$ cat src/rtl/fft_layer_sequencer.sv
// fft_layer_sequencer: steps one FFT pass through NUM_LAYERS butterfly layers with per-layer reset and ping-pong banks.
// Define FFT_SEQ_TIMEOUT_EN to add a per-layer RUN timeout that aborts the pass with a sticky o_err.
module fft_layer_sequencer #(
    parameter int FFT_SIZE       = 8,
    parameter int NUM_LAYERS     = $clog2(FFT_SIZE),
    parameter int TIMEOUT_CYCLES = 64
) (
    input  logic                          i_CLK,
    input  logic                          i_RST_n,
    input  logic                          i_start,
    input  logic                          i_layer_done,
    output logic [NUM_LAYERS-1:0]         o_layer_cs,
    output logic                          o_layer_rst,
    output logic [$clog2(NUM_LAYERS)-1:0] o_layer_idx,
    output logic                          o_bank_sel,
    output logic                          o_busy,
    output logic                          o_done,
    output logic                          o_err
);
    localparam int IW = $clog2(NUM_LAYERS);

    if (FFT_SIZE < 4 || (FFT_SIZE & (FFT_SIZE - 1)) != 0 || TIMEOUT_CYCLES < 1) begin : g_bad_cfg
        $error("fft_layer_sequencer: unsupported parameters");
    end

    typedef enum logic [2:0] {
        IDLE, LRST, RUN, NEXT, FIN
`ifdef FFT_SEQ_TIMEOUT_EN
        , ERR
`endif
    } state_t;

    state_t        state, nstate;
    logic [IW-1:0] idx, nidx;
    logic          bank, nbank, nrst, last;

    assign last        = idx == IW'(NUM_LAYERS - 1);
    assign o_layer_idx = idx;
    assign o_bank_sel  = bank;

`ifdef FFT_SEQ_TIMEOUT_EN
    localparam int CW = $clog2(TIMEOUT_CYCLES + 1);
    logic [CW-1:0] cnt;
    logic          timeout;
    assign timeout = cnt == CW'(TIMEOUT_CYCLES - 1);
`endif

    always_comb begin
        nstate = state;
        nidx   = idx;
        nbank  = bank;
        case (state)
            IDLE: if (i_start) begin
                nstate = LRST;
                nidx   = '0;
                nbank  = 1'b0;
            end
            LRST: nstate = RUN;
            // a done arriving on the cycle the timeout would fire still completes the layer
            RUN: if (i_layer_done) nstate = last ? FIN : NEXT;
`ifdef FFT_SEQ_TIMEOUT_EN
                else if (timeout) nstate = ERR;
`endif
            NEXT: begin
                nstate = LRST;
                nidx   = idx + 1'b1;
                nbank  = ~bank;
            end
            default: nstate = IDLE;
        endcase
        nrst = nstate == LRST
`ifdef FFT_SEQ_TIMEOUT_EN
            || nstate == ERR
`endif
            ;
    end

    // outputs are registered from the next state so they line up with the state they describe
    always_ff @(posedge i_CLK or negedge i_RST_n) begin
        if (!i_RST_n) begin
            state       <= IDLE;
            idx         <= '0;
            bank        <= 1'b0;
            o_layer_cs  <= '0;
            o_layer_rst <= 1'b0;
            o_busy      <= 1'b0;
            o_done      <= 1'b0;
        end else begin
            state       <= nstate;
            idx         <= nidx;
            bank        <= nbank;
            o_layer_cs  <= nstate == RUN ? NUM_LAYERS'(1) << nidx : '0;
            o_layer_rst <= nrst;
            o_busy      <= nstate != IDLE;
            o_done      <= nstate == FIN;
        end
    end

`ifdef FFT_SEQ_TIMEOUT_EN
    always_ff @(posedge i_CLK or negedge i_RST_n) begin
        if (!i_RST_n) begin
            cnt   <= '0;
            o_err <= 1'b0;
        end else begin
            cnt   <= (state == RUN && nstate == RUN) ? cnt + 1'b1 : '0;
            o_err <= nstate == ERR || (o_err && !(state == IDLE && i_start));
        end
    end
`else
    assign o_err = 1'b0;
`endif
endmodule

$ cat config.mk
export PLATFORM = sky130hd
export DESIGN_NAME = fft_layer_sequencer
export DESIGN_NICKNAME = d
export VERILOG_FILES = /design/src/rtl/fft_layer_sequencer.sv
export SDC_FILE = /design/constraint.sdc
export NUM_CORES = 1
export LEC_CHECK = 0
export BUFFER_PORTS_ARGS = -buffer_cell sky130_fd_sc_hd__buf_2
export CAP_MARGIN = 20
export CELL_PAD_IN_SITES_DETAIL_PLACEMENT = 1
export CELL_PAD_IN_SITES_GLOBAL_PLACEMENT = 2
export CORE_UTILIZATION = 36
export CTS_BUF_LIST = sky130_fd_sc_hd__clkbuf_8
export DETAILED_ROUTE_END_ITERATION = 6
export GPL_ROUTABILITY_DRIVEN = 0
export PLACE_DENSITY_LB_ADDON = 0.05
export SLEW_MARGIN = 15
export SYNTH_ARGS = -nofsm -noshare
export SYNTH_HDL_FRONTEND = slang
export SYNTH_SLANG_ARGS = --single-unit
$ cat constraint.sdc
create_clock -name i_CLK -period 3.46 [get_ports i_CLK]
set_input_delay 0.346 -clock i_CLK [delete_from_list [all_inputs] [get_ports i_CLK]]
set_output_delay 0.346 -clock i_CLK [all_outputs]
set_load 0.005 [all_outputs]
# Word-level counts from Yosys, hierarchy flattened
# Index checks and enable logic that the tools add are counted.
[totals]
register_bits = 12
input_bits = 4
out_inout_bits = 10
elab_cells = 31
[op_classes]
add_sub_neg = 1
n_eq_ne = 8
shift = 1
n_mux = 9
bitwise_logic = 1
reduce_logical = 4
[op_table]
columns = ["cell", "count"]
rows = [
  ["3-bit 2-to-1 mux", 4],
  ["3-bit one-hot mux with 4 select lines", 1],
  ["3-bit by 2-bit equality test with 1-bit output, second input constant", 3],
  ["3-bit by 1-bit equality test with 1-bit output, second input constant", 2],
  ["2-bit one-hot mux with 2 select lines", 1],
  ["3-bit equality test, second input constant", 1],
  ["3-bit logical NOT", 1],
  ["3-bit nonzero test", 1],
  ["1-bit by 2-bit left shift with 3-bit output, first input constant", 1],
  ["2-bit by 1-bit adder with 2-bit output, second input constant", 1],
  ["2-bit equality test, second input constant", 1],
  ["2-bit 2-to-1 mux", 1],
  ["2-bit != test, second input constant", 1],
  ["1-bit one-hot mux with 2 select lines", 1],
  ["2-bit AND reduction", 1],
  ["2-bit nonzero test", 1],
  ["1-bit 2-to-1 mux", 1],
  ["1-bit NOT", 1],
]

# Depth between registers and ports, before layout
# Gate-level depths: netlist of run 1.
[logic_depth]
ltp_word = 6
depth_mapped = 5
depth_no_buf = 5

# Worst setup path after synthesis of run 1
# OpenSTA, ideal clock, no wires.
[synth_timing]
path_kind = "flip-flop to flip-flop"
from = "register state[2]"
to = "register o_layer_cs[2]"
setup_ns = 0.133
arrival_ns = 1.264
path_slack_ns = 2.063
stages_incl_launch_ff = 6
n_path_buf = 1
cell_sequence = "dfrtp_1 > buf_6 > or3b_4 > a21oi_2 > a211oi_2 > nor3b_2"
[synth_between]
elab_chain_len = 4
[synth_lines]
columns = ["item", "line_no", "source"]
rows = [
  ["start, declared", "33", "state_t state, nstate;"],
  ["start signal, assigned", "89", "state <= nstate;"],
  ["3-bit by 2-bit equality test with 1-bit output / 3-bit logical NOT (equally long branches)", "52", "case (state)"],
  ["2-bit one-hot mux with 2 select lines *", "52", ""],
  ["via nidx[1]", "34", "logic [IW-1:0] idx, nidx;"],
  ["1-bit by 2-bit left shift with 3-bit output *", "92", "o_layer_cs <= nstate == RUN ? NUM_LAYERS'(1) << nidx : '0;"],
  ["3-bit 2-to-1 mux *", "92", ""],
  ["end signal, assigned", "92", ""],
  ["end, declared", "12", "output logic [NUM_LAYERS-1:0] o_layer_cs,"],
]
# Mark *: on every way through the listed nets, which the timed path passes. The rest lies on a longest branch.
# A chain may end at the register's enable or synchronous reset.

# Worst setup path after layout of run 1
# Ends and elaborated chain as after synthesis.

==> out/qor.csv, run 1 <==
metric;value;unit
Buffers & Inverters on Critical Path;0;
DR pass1 iterations;2;
Max Cap Viol;0;
fraction of layout cells with a size suffix above 1;0.3692;
Worst-Skew Late Latency;0.23;ns
Post-CTS Setup Repair Bufs;0;
Synth Instances;51;
Die Height;41.72;um
Rows;13;
Worst setup EP type;flop;
area leader, netlist;dfrtp_1;
TritonCTS clock tree;built;
top cells by area, synth;dfrtp_1 53%, nor2_1 6.6%, a211oi_2 4.4%, nor4b_4 4.2%, nor3_1 3.5%;
DPL Wire Length;775.2;um
WP data required;3.62;ns
largest net degree at the start of global routing;13;
Post-Route WL;1044;um
H-tree Lvls;1;
Top delay family on crit path;flip-flops;
Final period util;0.4454;
Setup crit start kind;flop;
Initial DRC Count;6;
hold-fix buffers at CTS;1;
Pwr Total;0.6286;mW
worst setup margin;1.919;ns
WL/cell;13.05;um
pre-CTS WS;1.894;ns
Sw Ratio;0.3709;
post-synth top area share;0.5286;
worst hold path class;input pin to flop;
GRT overflow;0;
power density of the placed cells;925.2;mW/mm2
# setup viols final;0;
outcome;completed;
initial antenna violation count;0;
average instance area after synthesis;11.14;um2
max incr delay on CP;0.58;ns
syn_nets;56;
via count;407;
sequential share of power;0.385;
Distinct cells, synth;21;
vias in the first global route;405;
CP Cell Sequence;or3b_4 > a21oi_2 > a211oi_2 > nor3b_2;
register clock-pin slew on the reported worst setup and hold paths;0.05;ns
final hold violations;0;
FMAX;0.6489;GHz
sw power;0.2331;mW
combinational share of power;0.419;
Min Clock Period, post-route;1.541;ns
Worst VDD drop;0.3025;mV
Root Driver;clkbuf_8;
via/cell ratio;5.088;
clock buffer depth;2;
unrepaired setup endpoints after global routing;false;
Seq/Total Area, Yosys;0.5286;
clock network fraction of total power;0.196;
# port buffers;12;
Ports;14;
DRC;0;
post-CTS sizing;0;
initial core utilization;0.4109;
Setup TNS;0;ns
most frequent cells in the layout;12 x buf_2, 12 x dfrtp_1, 10 x nor2_1;
Arr. time, crit path;1.70;ns
die footprint;0.001741;mm2
Synth Register Bits;12;
CORE AREA;0.001383;mm2
mapped cell area;568.0;um2
CTS Buf Count;3;
Nets;72;
die width;41.72;um
area delta synth->final;19.60;%
CTS Sinks;12;
cell leakage power;0.3243;nW
Final ANT Viol Nets;0;
design internal power;0.3954;mW
Critical-path top delay cell;dfrtp_1;
Slew Limit Fails;0;
Worst Clk Skew;0.0009773;ns
n_diodes;0;
CP max FO;10;
Fillers;149;
global-route wire length before repair;1807;um
synth warn;0;
GRT Total Usage;0.1382;
kind of critical path;flop to flop;
## synth_stat cells (all sizes together)
library cell / instances
a21oi: 5
or3b: 1
nor3: 4
dfrtp: 12
o21bai: 1
nor4b: 1
nand2b: 1
nor2: 10
a31o: 1
nor3b: 1
and2b: 1
inv: 2
nand2: 3
a211oi: 3
nor2b: 1
buf: 2
ha: 1
conb: 1
## metal layers
metal	track usage	vias to the layer above	share of wire	wire, um
met3	0.03043	2	0.040	42
met4	0.07742	0	0.018	19
met1	0.1945	195	0.49	508
met2	0.1938	10	0.45	475
met5	0	-	0	0
li1	-	200	-	-
## state kept, by name, indices dropped and copies added (netlist names)
register     count
o_busy           1
o_done           1
o_layer_cs       3
o_layer_rst      1
o_layer_idx      2
state            3
o_bank_sel       1
## final cells by class
| type | instances | area (um2) | share of cell area |
|---|---|---|---|
| Timing Repair Buffer | 13 | 70.07 | 0.1031 |
| Sequential cell | 12 | 300.3 | 0.4420 |
| Clock buffer | 3 | 41.29 | 0.06077 |
| Tap cell | 15 | 18.77 | 0.02762 |
| Inverter | 2 | 7.507 | 0.01105 |
| Multi-Input combinational cell | 35 | 241.5 | 0.3554 |
## power groups by stage
stage,clock network [mW],registers (mW),logic (mW)
after floorplan,0,0.239,0.194
after global placement,0,0.246,0.268
after detailed placement,0,0.244,0.268
after CTS,0.126,0.242,0.269
after global routing,0.133,0.252,0.295
final,0.123,0.242,0.263
## stage by stage
step | hold WS (ns) | utilization | instance area [um2] | instances
after floorplan | 0.05041 | - | 568.0 | 51
after global placement | 0.2414 | 0.4543 | 628.1 | 76
after detailed placement | 0.2384 | 0.4543 | 628.1 | 76
final | 0.3646 | 0.4914 | 679.4 | 80
after global routing | 0.3798 | 0.4914 | 679.4 | 80
after CTS | 0.3644 | 0.4914 | 679.4 | 80
## worst paths after layout
| path | from | endpoint | slack (ns) | cells past startpoint |
|---|---|---|---|---|
| worst max-delay path | state[2] | o_layer_cs[2] | 1.92 | 4 |
| max in group asynchronous | i_RST_n | o_layer_cs[1] | 2.72 | 2 |
| min in group asynchronous | i_RST_n | o_layer_rst | 0.52 | 2 |
| worst max register to register | state[2] | o_layer_cs[2] | 1.92 | 4 |
| worst min-delay path | i_start | o_busy | 0.36 | 3 |
| worst min register to register | o_bank_sel | o_bank_sel | 0.50 | 1 |
## tightest hold or removal path, stage by stage
cell and delay (ns):
buf_2 0.10, nor3_1 0.04, nor2_1 0.07
## cell families (layout without fill, tap and decap cells)
logic type      after synthesis  in the layout  share of synthesized area
flops                        12             12                     0.5286
simple gates                 23             23                     0.2533
buf+inv                       4             18                    0.04626
fa+ha+maj                     1              1                    0.02202
compound gates               10             10                     0.1432
other cells                   1              1                   0.006602
Note: power is estimated with default switching activity, not from simulation.
==> run 2: changes to the inputs <==
- ABC_AREA: default -> 1
- CORE_ASPECT_RATIO: default -> 1.25
- CORE_UTILIZATION: 36 -> 32
- clock period: 3.46 -> 1.45 ns (I/O delays scaled with it)
==> out/qor.csv, run 2 <==
metric;value;unit;change
Synth Instances;62;;+22%
CTS Buf Count;3;;unchanged
DRC;0;;unchanged
Max Cap Viol;0;;unchanged
syn_nets;67;;+20%
Top delay family on crit path;simple AND/OR/NAND/NOR gates;;
Pwr Total;1.539;mW;+140%
largest net degree at the start of global routing;13;;unchanged
initial antenna violation count;0;;unchanged
global-route wire length before repair;2007;um;+11%
FMAX;0.7879;GHz;+21%
Worst VDD drop;0.8366;mV;+180%
mapped cell area;579.3;um2;+2.0%
die width;40.06;um;-4.0%
cell leakage power;0.3695;nW;+14%
Finished Core Util;0.4437;;-0.04773
final instance area;719.4;um2;+5.9%
initial core utilization;0.3573;;-0.05361
DPL Wire Length;905.9;um;+17%
Worst-Skew Late Latency;0.24;ns;about the same
Distinct cells, synth;18;;-14%
Setup crit start kind;flop;;
Rows;16;;+3
register clock-pin slew on the reported worst setup and hold paths;0.06;ns;about the same
Worst Clk Skew;0.007733;ns;+0.006756 ns
clock buffer depth;2;;unchanged
Most used DFF post-synth;dfrtp_1;;
H-tree Lvls;1;;unchanged
vias in the first global route;484;;+20%
Nets;84;;+17%
worst hold path class;input pin to flop;;
Die Height;49.57;um;+19%
top cells by area, synth;dfrtp_1 52%, nor2_2 8.6%, nand2_1 5.8%, inv_1 4.5%, nand2_2 4.3%;;
via/cell ratio;4.688;;-7.9%
CP most frequent cell;nand2_1;;
Seq/Total Area, Yosys;0.5184;;-0.01028
Post-synth top cells;12 x dfrtp_1, 9 x nand2_1, 8 x nor2_2, 7 x inv_1;;
# port buffers;12;;unchanged
pre-CTS WS;0.1979;ns;-1.696 ns
Final ANT Viol Nets;0;;unchanged
Setup TNS;0;ns;unchanged
TritonCTS clock tree;built;;
Post-Route WL;1139;um;+9.1%
GRT overflow;0;;unchanged
# setup viols final;0;;unchanged
DR pass1 iterations;1;;-1
Fillers;208;;+40%
count leader, synth;dfrtp_1;;
kind of critical path;flop to flop;;
FFs w/ async S/R, synth;1.000;;unchanged
CP Cell Sequence;inv_1 > ha_1 > nand2_1 > nand3_1 > nand2_1 > nand2_2 > nor2_2;;
Initial DRC Count;0;;-6
n_diodes;0;;unchanged
Min Hold Slack;0.1911;ns;-0.1734 ns
Root Driver;clkbuf_8;;
most frequent cells in the layout;12 x buf_2, 12 x dfrtp_1, 9 x nand2_1;;
number of flops mapped to enable cells by yosys;0;;unchanged
via count;450;;+11%
CORE AREA;0.001622;mm2;+17%
Min Clock Period, post-route;1.269;ns;-0.2719 ns
WP data required;1.62;ns;-2.00 ns
GRT Total Usage;0.1480;;+0.009804
final hold violations;0;;unchanged
CP max FO;4;;-6
unrepaired setup endpoints after global routing;false;;
area delta synth->final;24.19;%;
area leader, netlist;dfrtp_1;;
Final period util;0.8753;;+0.4299
Buffers & Inverters on Critical Path;1;;+1
Placed Cells;91;;+20%
WL/cell;11.86;um;-9.1%
average instance area after synthesis;9.344;um2;-16%
worst setup margin;0.1809;ns;-1.738 ns
max incr delay on CP;0.40;ns;-0.18 ns
CTS Sinks;12;;unchanged
final std cells w/o fill;96;;+20%
outcome;completed;;
die footprint;0.001986;mm2;+14%
Ports;14;;unchanged
Arr. time, crit path;1.44;ns;-0.26 ns
Slew Limit Fails;0;;unchanged
DP Area;654.4;um2;+4.2%
power density of the placed cells;2139;mW/mm2;+130%
post-CTS sizing;0;;unchanged
Critical-path top delay cell;dfrtp_1;;
Synth Register Bits;12;;unchanged
fraction of layout cells with a size suffix above 1;0.4487;;+0.07949
post-synth top area share;0.5184;;-0.01028
synth warn;0;;unchanged
Worst setup EP type;flop;;
-- run 2: tightest hold or removal path: cells and delay by family --
| kind | cells | cell delay (ns) |
|---|---|---|
| and+or+nand+nor | 2 | 0.14 |
| buffers and inverters | 1 | 0.11 |
-- run 2: path summary, 6_finish.rpt --
path / startpoint / to / slack (ns) / depth (start not counted)
hold reg to reg: o_bank_sel / o_bank_sel / 0.49 / 1
setup reg to reg: o_layer_idx[0] / o_layer_cs[2] / 0.18 / 7
setup / recovery: o_layer_idx[0] / o_layer_cs[2] / 0.18 / 7
max in group asynchronous: i_RST_n / state[0] / 0.91 / 2
min in group asynchronous: i_RST_n / o_layer_rst / 0.31 / 2
hold / removal: i_start / o_layer_rst / 0.19 / 3
-- run 2: cells by family after synthesis --
family,synth area share
AOI/OAI and AO/OA,0.03887
and+or+nand+nor,0.3434
adders and majority gates,0.02159
buffers and inverters,0.07129
DFF,0.5184
other,0.006473
-- run 2: metal layers --
metal / vias to the layer above / routed length, um / track usage
met2: 12 / 596 / 0.2419
met3: 2 / 46 / 0.02703
met1: 215 / 487 / 0.1763
met4: 0 / 10 / 0.06897
li1: 221 / - / -
met5: - / 0 / 0
-- run 2: what timing repair did --
action | CTS | global route
hold buffers | 1 | 0
endpoints found under the hold margin | 12 | 0
setup buffers | 0 | 0
-- run 2: layout make-up --
class,count,area [um2],area share
Clock buffer,4,55.05,0.07652
Sequential cell,12,300.3,0.4174
Tap cell,18,22.52,0.03130
Multi-Input combinational cell,40,237.7,0.3304
Inverter,9,33.78,0.04696
Timing Repair Buffer,13,70.07,0.09739
-- run 2: power by group --
group          internal, mW  switching, mW
Combinational         0.239          0.394
Sequential            0.448         0.0889
Clock                 0.240          0.130
Total                 0.926          0.613
==> run 3: changes to the inputs <==
- ABC_AREA: 1 -> default
- CORE_ASPECT_RATIO: 1.25 -> default
- CORE_UTILIZATION: 32 -> 30
- clock period: 1.45 -> 1.1 ns (I/O delays scaled with it)
==> out/qor.csv, run 3 (synthesized netlist as in run 1, its figures left out) <==
metric;value;unit;change
Final period util;1.246;;+0.3711
unrepaired setup endpoints after global routing;true;;
Rows;15;;-1
DR pass1 iterations;2;;+1
vias in the first global route;505;;+4.3%
largest net degree at the start of global routing;13;;unchanged
DP Area;708.2;um2;+8.2%
kind of critical path;flop to flop;;
Setup crit start kind;flop;;
clock buffer depth;2;;unchanged
fraction of layout cells with a size suffix above 1;0.5584;;+0.1097
initial antenna violation count;0;;unchanged
Worst VDD drop;1.140;mV;+36%
FMAX;0.7294;GHz;-7.4%
R2R setup slack;-0.27;ns;-0.45 ns
via/cell ratio;4.539;;-3.2%
GRT overflow;0;;unchanged
area delta synth->final;46.26;%;
Die Height;45.52;um;-8.2%
die footprint;0.002072;mm2;+4.3%
worst setup margin;-0.2710;ns;-0.4518 ns
global-route wire length before repair;2256;um;+12%
initial core utilization;0.3254;;-0.03181
failing checks;negative setup slack;;
Root Driver;clkbuf_8;;
Critical-path top delay cell;dfrtp_2;;
GRT Total Usage;0.1594;;+0.01139
H-tree Lvls;1;;unchanged
Min Clock Period, post-route;1.371;ns;+0.1018 ns
DRC;0;;unchanged
Pwr Total;2.432;mW;+58%
final std cells w/o fill;102;;+6.3%
Worst setup EP type;flop;;
final instance area;830.8;um2;+15%
commonest non-fill, non-tap cell in the layout;buf_2;;
Arr. time, crit path;1.52;ns;+0.08 ns
CP Cell Sequence;or3b_4 > a21oi_2 > a211oi_2 > nor4b_4;;
TritonCTS clock tree;built;;
power density of the placed cells;2928;mW/mm2;+37%
Final ANT Viol Nets;0;;unchanged
CORE AREA;0.001745;mm2;+7.6%
Initial DRC Count;1;;+1
# setup viols final;7;;+7
via count;463;;+2.9%
n_diodes;0;;unchanged
Post-Route WL;1322;um;+16%
die width;45.52;um;+14%
outcome;finished with violations;;
most frequent cells in the layout;12 x buf_2, 11 x dfrtp_1, 9 x nor2_1, 9 x buf_4;;
Worst-Skew Late Latency;0.24;ns;about the same
worst hold path class;input pin to flop;;
Slew Limit Fails;0;;unchanged
Ports;14;;unchanged
Placed Cells;95;;+4.4%
register clock-pin slew on the reported worst setup and hold paths;0.06;ns;about the same
CTS Buf Count;3;;unchanged
CP max FO;4;;unchanged
Worst Clk Skew;0.002056;ns;-0.005677 ns
WL/cell;12.96;um;+9.2%
final hold violations;0;;unchanged
max incr delay on CP;0.43;ns;+0.03 ns
Max Cap Viol;0;;unchanged
cell leakage power;0.3933;nW;+6.4%
WP data required;1.25;ns;-0.37 ns
Nets;83;;-1.2%
# port buffers;12;;unchanged
DPL Wire Length;944.1;um;+4.2%
CTS Sinks;12;;unchanged
run 3: worst paths after layout:
check	from	endpoint	cells past startpoint
worst max-delay path	state[2]	o_layer_cs[1]	4
worst min-delay path	i_layer_done	state[0]	2
worst max register to register	state[2]	o_layer_cs[1]	4
worst min register to register	o_bank_sel	o_bank_sel	1
max in group asynchronous	i_RST_n	state[2]	2
min in group asynchronous	i_RST_n	o_busy	2
run 3: cell type report:
class	instances	area, um2
multi-input cells	35	275.3
fillers	200	914.6
well taps	25	31.28
inverters	2	7.507
flip-flops and latches	12	301.5
clock buffers	4	55.05
repair buffers	24	160.2
run 3: where the power goes:
group | switching [mW] | total (mW) | internal, mW
combinational | 0.618 | 1.26 | 0.647
sequential | 0.0826 | 0.688 | 0.605
clock | 0.163 | 0.480 | 0.316
run 3: critical path, delay by kind of cell, from the launching register on:
| kind | cells | cell delay [ns] |
|---|---|---|
| flip-flops | 1 | 0.43 |
| AND/OR/NAND/NOR | 2 | 0.63 |
| AO/OA/AOI/OAI | 2 | 0.21 |
run 3: routing by layer:
| layer | GRT usage | vias up | routed length [um] | share of wire |
|---|---|---|---|---|
| li1 | - | 222 | - | - |
| met1 | 0.1907 | 231 | 590 | 0.45 |
| met2 | 0.2686 | 8 | 689 | 0.52 |
| met3 | 0.03571 | 2 | 36 | 0.027 |
| met4 | 0.07273 | 0 | 6 | 0.0045 |
| met5 | 0 | - | 0 | 0 |
run 3: repair_timing:
item / in CTS / in global routing
buffers inserted: 0 / 2
hold buffers: 1 / 0
resized for setup: 3 / 7
pin swaps: 2 / 2
endpoints found under the hold margin: 12 / 0
endpoints found under the setup margin: 8 / 10
run 3: metrics by stage:
step / utilization / hold WS, ns / setup WS (ns) / setup TNS, ns
final: 0.4760 / 0.1879 / -0.2710 / -1.246
after global routing: 0.4760 / 0.1895 / -0.3404 / -1.716
after CTS: 0.4516 / 0.1716 / -0.2800 / -1.188
after detailed placement: 0.4057 / 0.008751 / -0.2669 / -1.138
after global placement: 0.4057 / 0.007020 / -0.2537 / -1.086
after floorplan: - / -0.1856 / -0.2707 / -1.085
